<file path="src/rtl/duty_clk_gen_if.sv">
// rtl/duty_clk_gen_if.sv - config/status bundle for duty_clk_gen.
// DUTY_CLK_PERIOD_CNT_EN adds the period_cnt status field.
interface duty_clk_gen_if #(
  parameter int CNT_W = 8
);
  logic             en;
  logic [CNT_W-1:0] period;
  logic [CNT_W-1:0] high_cnt;
  logic             clk_out;
  logic             period_start;
  logic             cfg_err;
`ifdef DUTY_CLK_PERIOD_CNT_EN
  logic [15:0]      period_cnt;

  modport master (
    output en, period, high_cnt,
    input  clk_out, period_start, cfg_err, period_cnt
  );
  modport slave (
    input  en, period, high_cnt,
    output clk_out, period_start, cfg_err, period_cnt
  );
`else
  modport master (
    output en, period, high_cnt,
    input  clk_out, period_start, cfg_err
  );
  modport slave (
    input  en, period, high_cnt,
    output clk_out, period_start, cfg_err
  );
`endif
endinterface

</file>
<file path="src/rtl/duty_clk_gen.sv">
// rtl/duty_clk_gen.sv - programmable-duty clock-enable generator (IDLE/RUN counter FSM).
// DUTY_CLK_PERIOD_CNT_EN adds a wrapping 16-bit count of completed periods.
module duty_clk_gen #(
  parameter int CNT_W = 8
) (
  input  logic           i_clk,
  input  logic           i_rst,
  duty_clk_gen_if.slave  bus
);

  typedef enum logic {
    ST_IDLE = 1'b0,
    ST_RUN  = 1'b1
  } state_t;

  state_t           r_state;
  state_t           w_state_nxt;
  logic [CNT_W-1:0] r_cnt;
  logic [CNT_W-1:0] w_cnt_nxt;
  logic [CNT_W-1:0] r_n;
  logic [CNT_W-1:0] w_n_nxt;
  logic [CNT_W-1:0] r_h;
  logic [CNT_W-1:0] w_h_nxt;
  logic             r_clk_out;
  logic             w_clk_out_nxt;
  logic             r_period_start;
  logic             w_period_start_nxt;
  logic             r_cfg_err;
  logic             w_cfg_err_nxt;

  logic             w_cfg_ok;
  logic             w_last;
  logic [CNT_W-1:0] w_cnt_inc;

  assign w_cfg_ok  = (bus.period != '0) && (bus.high_cnt <= bus.period);
  // Shadow N is never 0 in RUN, so N_s-1 cannot underflow there.
  assign w_last    = (r_cnt == (r_n - CNT_W'(1)));
  assign w_cnt_inc = r_cnt + CNT_W'(1);

  always_ff @(posedge i_clk or posedge i_rst) begin
    if (i_rst) begin
      r_state        <= ST_IDLE;
      r_cnt          <= '0;
      r_n            <= '0;
      r_h            <= '0;
      r_clk_out      <= 1'b0;
      r_period_start <= 1'b0;
      r_cfg_err      <= 1'b0;
    end else begin
      r_state        <= w_state_nxt;
      r_cnt          <= w_cnt_nxt;
      r_n            <= w_n_nxt;
      r_h            <= w_h_nxt;
      r_clk_out      <= w_clk_out_nxt;
      r_period_start <= w_period_start_nxt;
      r_cfg_err      <= w_cfg_err_nxt;
    end
  end

  always_comb begin
    w_state_nxt        = r_state;
    w_cnt_nxt          = r_cnt;
    w_n_nxt            = r_n;
    w_h_nxt            = r_h;
    w_clk_out_nxt      = 1'b0;
    w_period_start_nxt = 1'b0;
    w_cfg_err_nxt      = 1'b0;
    case (r_state)
      ST_IDLE: begin
        w_cnt_nxt = '0;
        if (bus.en) begin
          if (w_cfg_ok) begin
            w_n_nxt            = bus.period;
            w_h_nxt            = bus.high_cnt;
            w_state_nxt        = ST_RUN;
            w_period_start_nxt = 1'b1;
            w_clk_out_nxt      = (bus.high_cnt != '0);
          end else begin
            w_cfg_err_nxt = 1'b1;
          end
        end
      end
      ST_RUN: begin
        if (!w_last) begin
          w_cnt_nxt     = w_cnt_inc;
          w_clk_out_nxt = (w_cnt_inc < r_h);
        end else begin
          w_cnt_nxt = '0;
          if (!bus.en) begin
            w_state_nxt = ST_IDLE;
          end else if (w_cfg_ok) begin
            w_n_nxt            = bus.period;
            w_h_nxt            = bus.high_cnt;
            w_period_start_nxt = 1'b1;
            w_clk_out_nxt      = (bus.high_cnt != '0);
          end else begin
            // Bad config at the boundary: repeat the old period and flag it.
            w_period_start_nxt = 1'b1;
            w_clk_out_nxt      = (r_h != '0);
            w_cfg_err_nxt      = 1'b1;
          end
        end
      end
      default: begin
        w_state_nxt = ST_IDLE;
        w_cnt_nxt   = '0;
      end
    endcase
  end

  assign bus.clk_out      = r_clk_out;
  assign bus.period_start = r_period_start;
  assign bus.cfg_err      = r_cfg_err;

`ifdef DUTY_CLK_PERIOD_CNT_EN
  logic [15:0] r_period_cnt;

  always_ff @(posedge i_clk or posedge i_rst) begin
    if (i_rst) begin
      r_period_cnt <= '0;
    end else if ((r_state == ST_RUN) && w_last) begin
      r_period_cnt <= r_period_cnt + 16'd1;
    end
  end

  assign bus.period_cnt = r_period_cnt;
`endif

endmodule
</file>
<file path="src/flat_wrapper.sv">
// flat-port wrapper written by rule: the top's interface ports become plain ports
module duty_clk_gen_flat 
#(
  parameter int CNT_W = 8
)
  (i_clk, i_rst, bus_en, bus_period, bus_high_cnt, bus_clk_out, bus_period_start, bus_cfg_err);
  duty_clk_gen_if #(.CNT_W(CNT_W)) bus_i ();
  input  logic i_clk;
  input  logic i_rst;
  input wire logic [$bits(bus_i.en)-1:0] bus_en;
  input wire logic [$bits(bus_i.period)-1:0] bus_period;
  input wire logic [$bits(bus_i.high_cnt)-1:0] bus_high_cnt;
  output wire logic [$bits(bus_i.clk_out)-1:0] bus_clk_out;
  output wire logic [$bits(bus_i.period_start)-1:0] bus_period_start;
  output wire logic [$bits(bus_i.cfg_err)-1:0] bus_cfg_err;
  assign bus_i.en = bus_en;
  assign bus_i.period = bus_period;
  assign bus_i.high_cnt = bus_high_cnt;
  assign bus_clk_out = bus_i.clk_out;
  assign bus_period_start = bus_i.period_start;
  assign bus_cfg_err = bus_i.cfg_err;
  duty_clk_gen #(.CNT_W(CNT_W)) u_core (.i_clk(i_clk), .i_rst(i_rst), .bus(bus_i));
endmodule
</file>
<file path="config.mk">
export PLATFORM = sky130hd
export DESIGN_NAME = duty_clk_gen_flat
export DESIGN_NICKNAME = d
export VERILOG_FILES = /design/src/rtl/duty_clk_gen_if.sv /design/src/rtl/duty_clk_gen.sv /design/src/flat_wrapper.sv
export SDC_FILE = /design/constraint.sdc
export NUM_CORES = 1
export LEC_CHECK = 0
export ABC_AREA = 1
export CORE_UTILIZATION = 60
export CTS_BUF_LIST = sky130_fd_sc_hd__clkbuf_8
export DETAILED_ROUTE_END_ITERATION = 7
export PLACE_DENSITY = 0.87
export SETUP_SLACK_MARGIN = 0.02
export SLEW_MARGIN = 5
export SYNTH_ARGS = -nofsm -noshare
export SYNTH_HDL_FRONTEND = slang
export SYNTH_SLANG_ARGS = --single-unit
export TNS_END_PERCENT = 100
</file>
<file path="constraint.sdc">
create_clock -name i_clk -period 4.8 [get_ports i_clk]
set_input_delay 1.2 -clock i_clk [delete_from_list [all_inputs] [get_ports i_clk]]
set_output_delay 1.2 -clock i_clk [all_outputs]
set_load 0.02 [all_outputs]
</file>
==> qor.csv, run 1 <==
metric,value,unit
share of layout cells above drive strength 1,7.34,%
clk root buf,clkbuf_8,
vias in the first global route,1480,
first-pass GRT wire length,6350,um
setup violators final,0,
Port Buf Inserts,21,
Seq cells post-synth,28,
Sink Count,28,
mapped cell area,1960,sq um
Hold Path Class,reg -> reg,
MaxCap Viol Count,0,
slew margin rel.,33.2,%
drt total wl,3740,um
H-tree depth,1,
area of the multi-input gates,1050,sq um
Routed WL per cell,11.3,um
CTS Buf Count,3,
GRT Total Usage,24.8,%
Syn Inst Count,264,
clock buffer depth,2,
CP Class,in -> reg,
Die Span X,59.2,um
CP arrival,3.21,ns
WL met3,111,um
max layer used,met4,
RSZ-0062 raised after global routing,false,
dpl hpwl,3050,um
Iteration-0 DRC Markers,73,
core area,3080,sq um
largest net degree at the start of global routing,29,
Final Max Tran Viols,0,
register area,701,sq um
VDD IR max,0.000136,V
Layout Area Growth over Synthesis,15.6,%
Routed Antenna Nets,0,
grt total ovfl,0,
critical path startpoint category,primary input,
Crit path largest cell delay,0.48,ns
post-CTS setup buffers,0,
CTS tree,built,
fin worst setup slack,1.76,ns
Vias,1646,
wire length on met1,1760,um
critical path cell sequence,"clkdlybuf4s50_1, inv_1, ha_1, nand2_1, inv_1, nand2_1, nand2_1, nand2_1, nand2_1, nand2_1, nand2_1, nor2_8, nand2_4, nand2_1, o21ai_2",
Fillers,255,
status,"finished, final reports clean",
io pins,22,
Yosys warning total,0,
die area,3500,sq um
Max Freq,0.329,GHz
Setup WS pre-CTS,1.46,ns
final period utilization,63.4,%
DR vias/cell,4.99,
starting density of the core,63.8,%
crit end category,register,
crit path buf inv count,3,
Fin. Hold Viols,0,
routability congestion estimate,0.914,
most frequent cells in the layout,"73 x nand2_1, 49 x inv_1, 28 x dfrtp_1",
Final Net Count,323,
DR pass1 iterations,4,
Worst Max-Slew Pin Slew,1.00,ns
Clock Skews,0.00697,ns
register area share after synthesis,35.7,%
Hold Buf Count CTS,0,
"commonest non-fill, non-tap cell in the layout",nand2_1,
Die Y,59.2,um
P_leak,1.25,nW
PostCTS Resize Cnt,0,
antenna cells,0,
Critical Path Most Common Cell,nand2_1,
Worst Path Max Fanout,24,
PwrDens,208,nW/um^2
Synth Area per Inst,7.44,sq um
DRC violations left,0,
Fin Setup TNS,0,ns
Critical Path RT,4.97,ns
routed wl met2,1820,um
CP top delay family,simple AND/OR/NAND/NOR gates,
"Distinct cells, synth",25,
"Reg clk slew, reported paths",0.09,ns
worst skew pair latency,0.28,ns
synthesized net count,300,
initial antenna violation count,0,
CP max stage cell,clkdlybuf4s50_1,
Period minus WS final,3.04,ns
Rows,20,
worst register-to-register path: stages, from the launching register on:
cell	delay (ns)
dfrtp_1	0.42
inv_1	0.08
nor3_1	0.30
nand3_1	0.18
nand3b_1	0.21
xor2_1	0.20
inv_1	0.08
ha_1	0.30
inv_1	0.05
o31ai_1	0.22
a21oi_1	0.08
a21oi_1	0.15
a21oi_1	0.08
per-layer routing:
metal  vias up  global-route usage, %
met4         0                   9.18
met2        35                   43.0
li1        877                      -
met3         5                   2.62
met1       729                   31.7
met5         -                      0
through the flow:
stage	power [W]	util [%]	hold slack, ns	std cells	cell area (sq um)
6_report	0.000472	73.7	0.524	330	2270
5_1_grt	0.000491	73.7	0.546	330	2270
4_1_cts	0.000474	73.7	0.521	330	2270
3_5_place_dp	0.000291	71.4	0.499	326	2200
3_3_place_gp	0.000290	71.4	0.485	326	2200
2_1_floorplan	0.000267	-	0.464	264	1960
sequential cells by signal, summed over array words and instances, names as in the netlist:
name / flops
u_core.bus.cfg_err: 1
u_core.bus.clk_out: 1
u_core.bus.period_start: 1
u_core.r_cnt: 8
u_core.r_h: 8
u_core.r_n: 8
u_core.r_state: 1
final timing paths:
| path | from | end | slack [ns] | cells after the start |
|---|---|---|---|---|
| min in group asynchronous | i_rst | u_core.r_cnt[4]$_DFF_PP0_ | 1.45 | 2 |
| max in group asynchronous | i_rst | u_core.r_n[6]$_DFFE_PP0P_ | 2.74 | 2 |
| worst max-delay path | bus_period[3] | u_core.r_n[4]$_DFFE_PP0P_ | 1.76 | 15 |
| worst max register to register | u_core.r_cnt[0]$_DFF_PP0_ | u_core.bus.clk_out$_DFF_PP0_ | 2.36 | 12 |
| worst min register to register | u_core.r_n[7]$_DFFE_PP0P_ | u_core.r_n[7]$_DFFE_PP0P_ | 0.52 | 2 |
| worst min-delay path | u_core.r_n[7]$_DFFE_PP0P_ | u_core.r_n[7]$_DFFE_PP0P_ | 0.52 | 2 |
cells by family after synthesis:
| family | synth area share, % |
|---|---|
| compound gates | 7.65 |
| xor+xnor | 4.02 |
| fa+ha+maj | 10.8 |
| buf+inv | 10.9 |
| flops | 35.7 |
| simple gates | 30.9 |
power breakdown:
part           total [W]  switching (W)  leakage, nW  internal [W]
Clock           0.000187      0.0000751       0.0357      0.000112
Combinational  0.0000497      0.0000274        0.839     0.0000223
Sequential      0.000236              0        0.372      0.000236
Total           0.000472       0.000103         1.25      0.000370
cells in the mapped netlist (all sizes together):
cell type	n	area share, %
nand3	17	4.3
buf	3	1.5
nor3	3	0.76
or2	1	0.32
nand2	79	16
nor4	6	1.9
a21oi	10	2.5
xnor2	1	0.45
xor2	8	3.6
a21o	1	0.38
o21ai	11	4.3
ha	17	11
o31ai	1	0.38
nand3b	1	0.38
nor2	25	5.9
dfrtp	28	36
inv	49	9.4
nand4	3	0.96
area by class of cell:
type	instances	area share, %
multi-input cells	184	46.2
clock inverters	1	1.32
well taps	44	2.43
flip-flops and latches	28	30.9
inverters	49	8.10
clock buffers	3	1.82
repair buffers	21	9.26
(Power assumes the default switching activity.)
==> run 2, diff against run 1 <==
- CORE_UTILIZATION: 60 -> 58
- PLACE_DENSITY: 0.87 -> 0.85
- clock period: 4.8 -> 3 ns (I/O delays scaled with it)
==> run 2 against run 1 <==
Effect of this change: global-route usage up 0.096 points; wire length up 4.2%; combinational power up 65%; first-iteration DRC count down 5.5%; worst hold slack worse by 0.014 ns; largest power group unchanged; design area up 0.33%; sequential power up 60%; count of clock-buffer cells in the layout unchanged; register-to-register slack worse by 1.8 ns; total power up 60%; via count up 1.0%.
==> qor.csv, run 2 (same netlist as run 1, synthesis figures left out) <==
metric,value,unit,change
antenna cells,0,,unchanged
dpl hpwl,3140,um,+2.9%
Die Y,60.2,um,+1.7%
"commonest non-fill, non-tap cell in the layout",nand2_1,,
slew margin rel.,76.1,%,+43 points
grt total ovfl,0,,unchanged
post-CTS setup buffers,0,,unchanged
Critical Path RT,3.16,ns,-1.81 ns
status,"finished, final reports clean",,
DRC violations left,0,,unchanged
PwrDens,331,nW/um^2,+59%
setup violators final,0,,unchanged
GRT Total Usage,24.9,%,+0.096 points
CP arrival,2.81,ns,-0.40 ns
final period utilization,88.3,%,
first-pass GRT wire length,6580,um,+3.7%
DR pass1 iterations,4,,unchanged
die area,3620,sq um,+3.3%
initial antenna violation count,0,,unchanged
clock buffer depth,2,,unchanged
met3 GRT Util,2.60,%,-0.023 points
Routed WL per cell,11.8,um,+3.9%
Die Span X,60.2,um,+1.7%
Period minus WS final,2.65,ns,
most frequent cells in the layout,"73 x nand2_1, 49 x inv_1, 28 x dfrtp_1",,
"Reg clk slew, reported paths",0.10,ns,about the same
CTS tree,built,,
H-tree depth,1,,unchanged
P_leak,1.25,nW,+0.39%
Iteration-0 DRC Markers,69,,-5.5%
Worst Max-Slew Pin Slew,0.354,ns,-0.647 ns
Layout Area Growth over Synthesis,16.0,%,
core area,3130,sq um,+1.6%
Fin Setup TNS,0,ns,unchanged
Sink Count,28,,unchanged
Fin. Hold Viols,0,,unchanged
RSZ-0062 raised after global routing,false,,
Max Freq,0.378,GHz,
area of the multi-input gates,1050,sq um,unchanged
starting density of the core,62.8,%,-1.0 points
largest net degree at the start of global routing,29,,unchanged
Routed Antenna Nets,0,,unchanged
met1 usage,31.3,%,-0.45 points
clk root buf,clkbuf_8,,
M2 GR Usage,44.0,%,+0.94 points
VDD IR max,0.000205,V,+51%
io pins,22,,unchanged
cell area after layout,2280,sq um,+0.33%
Port Buf Inserts,21,,unchanged
critical path startpoint category,primary input,,
share of layout cells above drive strength 1,7.67,%,+0.32 points
PostCTS Resize Cnt,0,,unchanged
Final Net Count,324,,+0.31%
register area,701,sq um,unchanged
Hold Path Class,reg -> reg,,
crit end category,register,,
Vias,1663,,+1.0%
Rows,20,,unchanged
CP Class,in -> reg,,
Hold Buf Count CTS,0,,unchanged
Fillers,246,,-3.5%
drt total wl,3900,um,+4.2%
Top Registers,"u_core.r_cnt x8, u_core.r_h x8, u_core.r_n x8",,
worst skew pair latency,0.28,ns,about the same
routability congestion estimate,0.920,,+0.66%
Final Max Tran Viols,0,,unchanged
post-layout util,72.8,%,-0.94 points
Clock Skews,0.0119,ns,+0.00495 ns
vias in the first global route,1607,,+8.6%
DR vias/cell,5.02,,+0.73%
grt peak-use layer,met2,,
CTS Buf Count,3,,unchanged
post-placement cell area,2210,sq um,+0.34%
MaxCap Viol Count,0,,unchanged
Worst Path Max Fanout,24,,unchanged
-- run 2: metal layers --
metal / wire length, um / share of wire [%]
met1: 1780 / 46
met2: 1950 / 50
met3: 90 / 2.3
met4: 72 / 1.8
met5: 0 / 0
-- run 2: path summary, 6_finish.rpt --
| path | startpoint | end | slack [ns] | cells past startpoint |
|---|---|---|---|---|
| max | bus_period[7] | u_core.r_n[6]$_DFFE_PP0P_ | 0.35 | 12 |
| min | u_core.r_h[2]$_DFFE_PP0P_ | u_core.r_h[2]$_DFFE_PP0P_ | 0.51 | 2 |
| max reg2reg | u_core.r_cnt[0]$_DFF_PP0_ | u_core.bus.clk_out$_DFF_PP0_ | 0.60 | 12 |
| min reg2reg | u_core.r_h[2]$_DFFE_PP0P_ | u_core.r_h[2]$_DFFE_PP0P_ | 0.51 | 2 |
| max in group asynchronous | i_rst | u_core.r_n[2]$_DFFE_PP0P_ | 1.90 | 3 |
| min in group asynchronous | i_rst | u_core.r_cnt[2]$_DFF_PP0_ | 0.83 | 3 |
-- run 2: critical path, stage by stage --
cell and delay [ns]:
clkdlybuf4s50_1 0.49, inv_1 0.07, ha_1 0.29, nand2_1 0.07
nor2_1 0.14, nand4_1 0.09, nand2_1 0.10, nand2_1 0.17
nor2_8 0.20, nand2_4 0.20, nand2_1 0.16, o21ai_2 0.06
-- run 2: cell type report --
| type | count | share of cell area, % |
|---|---|---|
| Tap cell | 44 | 2.42 |
| Sequential cell | 28 | 30.8 |
| Clock inverter | 1 | 1.32 |
| Clock buffer | 3 | 1.81 |
| Inverter | 49 | 8.08 |
| Multi-Input combinational cell | 184 | 46.0 |
| Timing Repair Buffer | 22 | 9.56 |
-- run 2: per-stage QoR --
| stage | cells | hold WS, ns | power [W] | setup WS, ns |
|---|---|---|---|---|
| 2_1_floorplan | 264 | 0.464 | 0.000427 | 0.778 |
| 3_5_place_dp | 327 | 0.487 | 0.000467 | 0.0698 |
| 6_report | 331 | 0.510 | 0.000753 | 0.351 |
| 4_1_cts | 331 | 0.513 | 0.000763 | 0.358 |
| 3_3_place_gp | 327 | 0.489 | 0.000465 | 0.161 |
| 5_1_grt | 331 | 0.520 | 0.000784 | 0.207 |
-- run 2: report_power, final --
part	total (W)	switching, W	internal [W]	leakage (nW)
combinational	0.0000818	0.0000448	0.0000370	0.844
clock	0.000294	0.000116	0.000179	0.0357
sequential	0.000377	0	0.000377	0.372
==> edit: new RTL, config.mk and constraints of run 2 <==
`CNT_W` is set to 8 in 3 places; all go to 12.
--- a/src/rtl/duty_clk_gen_if.sv
+++ b/src/rtl/duty_clk_gen_if.sv
@@ -1,7 +1,7 @@
 // rtl/duty_clk_gen_if.sv - config/status bundle for duty_clk_gen.
 // DUTY_CLK_PERIOD_CNT_EN adds the period_cnt status field.
 interface duty_clk_gen_if #(
-  parameter int CNT_W = 8
+  parameter int CNT_W = 12
 );
   logic             en;
   logic [CNT_W-1:0] period;
--- a/src/rtl/duty_clk_gen.sv
+++ b/src/rtl/duty_clk_gen.sv
@@ -1,7 +1,7 @@
 // rtl/duty_clk_gen.sv - programmable-duty clock-enable generator (IDLE/RUN counter FSM).
 // DUTY_CLK_PERIOD_CNT_EN adds a wrapping 16-bit count of completed periods.
 module duty_clk_gen #(
-  parameter int CNT_W = 8
+  parameter int CNT_W = 12
 ) (
   input  logic           i_clk,
   input  logic           i_rst,
--- a/src/flat_wrapper.sv
+++ b/src/flat_wrapper.sv
@@ -1,7 +1,7 @@
 // flat-port wrapper written by rule: the top's interface ports become plain ports
 module duty_clk_gen_flat 
 #(
-  parameter int CNT_W = 8
+  parameter int CNT_W = 12
 )
   (i_clk, i_rst, bus_en, bus_period, bus_high_cnt, bus_clk_out, bus_period_start, bus_cfg_err);
   duty_clk_gen_if #(.CNT_W(CNT_W)) bus_i ();
Interface: changed (resized bus_high_cnt and bus_period); port bits go from 22 to 30. No check against the original RTL was run, so the function may have changed too.
==> edit against run 2 <==
- fmax is 0.57% lower
- die area is 49% higher
- synthesized area is 50% higher
- non-clock buffer count is 12 higher
- global-route usage is 3.2 points higher
- sequential cell count is 12 higher
- worst setup slack worse by 0.015 ns
- routed wire length is 68% higher
- total power is 35% higher
- final area is 50% higher
- critical path type unchanged
- largest power group unchanged
==> edit: results (changes against run 2) <==
| Metric | Value |
|---|---|
| Outcome | `completed` |
| Sw frac | `0.239 (+0.0257)` |
| Crit path launch | `bus_period[11]` |
| First-pass GRT wire length | `11.5 mm (+75%)` |
| Via density | `5.14 (+2.3%)` |
| Non-clk bufs | `34 (+55%)` |
| Wire length on met3 | `246 um (+170%)` |
| Largest registers | `u_core.r_cnt (12), u_core.r_h (12), u_core.r_n (12)` |
| Synth warn | `0 (unchanged)` |
| Share of layout cells above drive strength 1 | `0.0617 (-0.0150)` |
| DP Wirelength | `5.33 mm (+70%)` |
| Syn Nets | `488 (+63%)` |
| PortBufs | `29 (+38%)` |
| Pre-CTS WS | `0.0405 ns (-0.0294 ns)` |
| Largest net degree at the start of global routing | `41 (+41%)` |
| # clk buffers | `6 (+3)` |
| Peak supply drop | `0.000294 V (+43%)` |
| Max-slew headroom | `0.663 (-0.0985)` |
| Cell variety after synth | `29 (+16%)` |
| Routed wl met2 | `3.10 mm (+59%)` |
| Arrival @ worst endpoint | `2.84 ns (+0.03 ns)` |
| Worst hold endpoint | `u_core.r_h[4]$_DFFE_PP0P_` |
| Finished Cell Area | `0.00341 mm2 (+50%)` |
| Dpl cell area | `0.00332 mm2 (+50%)` |
| Routability cong. | `0.979 (+6.4%)` |
| Signal buffers share of area | `0.0998 (+0.00421)` |
| Met3 Use GR | `0.0384 (+0.0124)` |
| Clock-cell share | `0.0264 (-0.00490)` |
| Multi-input gates | `313 (+70%)` |
| Worst reg-to-reg path cell count | `16 (+4)` |
| Avg WL per Cell | `12.2 um (+3.8%)` |
| Synth Instances | `436 (+65%)` |
| Final net count | `521 (+61%)` |
| Initial DRC Count | `169 (+140%)` |
| Core area | `0.00482 mm2 (+54%)` |
| Sequential share of the synthesized area | `0.339 (-0.0181)` |
| Post-synth top cells | `nand2_1 (137), inv_1 (71), nand3_1 (47), nor2_1 (44), dfrtp_1 (40)` |
| Seq cells | `40 (+43%)` |
| Crit path time final | `2.66 ns (+0.0153 ns)` |
| Fill cell count | `402 (+63%)` |
| Num CTS Buffers | `5 (+2)` |
| GRT Util Overall | `0.280 (+0.0318)` |
| Non-clock inverters | `75 (+53%)` |
| Global routing met2 resource utilization | `0.488 (+0.0481)` |
| Non-Filler Instances | `537 (+62%)` |
| M1 GR Usage | `0.347 (+0.0341)` |
| Sequential share of cell area | `0.294 (-0.0141)` |
| Hold slack | `0.472 ns (-0.0384 ns)` |
| Worst clock skew | `0.00683 ns (-0.00509 ns)` |
| R2r setup slk | `0.42 ns (-0.18 ns)` |
| Depth of the CTS H-tree | `2 (+1)` |
| Top post-synthesis cells by area | `dfrtp_1 (34%), nand2_1 (17%), ha_1 (11%), inv_1 (9.0%), nand3_1 (8.0%)` |
| Crit path capture | `u_core.r_h[3]$_DFFE_PP0P_` |
| Multi-input gate share of total cell area | `0.473 (+0.0126)` |
| Placed Cells | `529 (+62%)` |
| Leak Pwr | `1.96 nW (+56%)` |
| Wire length on met1 | `3.04 mm (+70%)` |
edit: logic make-up (layout without fill, tap and decap cells):
group	count (synthesis)	in the layout	synth area share
adders and majority gates	25	25	0.106
AOI/OAI and AO/OA	22	22	0.0411
xor gates and xnor gates	8	8	0.0237
and+or+nand+nor	258	258	0.375
DFF	40	40	0.339
buffers and inverters	83	117	0.115
edit: worst max-delay path, stage by stage:
cell and delay (ns):
clkdlybuf4s50_1 0.51, inv_1 0.06, ha_1 0.29, nand2_1 0.07, nor2_1 0.13, and2_1 0.16
nand4_1 0.07, nand2_1 0.10, nand3_1 0.11, inv_2 0.11, nand2_2 0.26, nand2_1 0.15
nand2_1 0.06
edit: power by group through the flow:
stage / registers [W] / logic [W] / clock network (W)
after floorplan: 0.000549 / 0.0000554 / 0
after global placement: 0.000549 / 0.000119 / 0
after detailed placement: 0.000549 / 0.000122 / 0
after CTS: 0.000539 / 0.000123 / 0.000360
after global routing: 0.000539 / 0.000136 / 0.000379
final: 0.000539 / 0.000123 / 0.000358
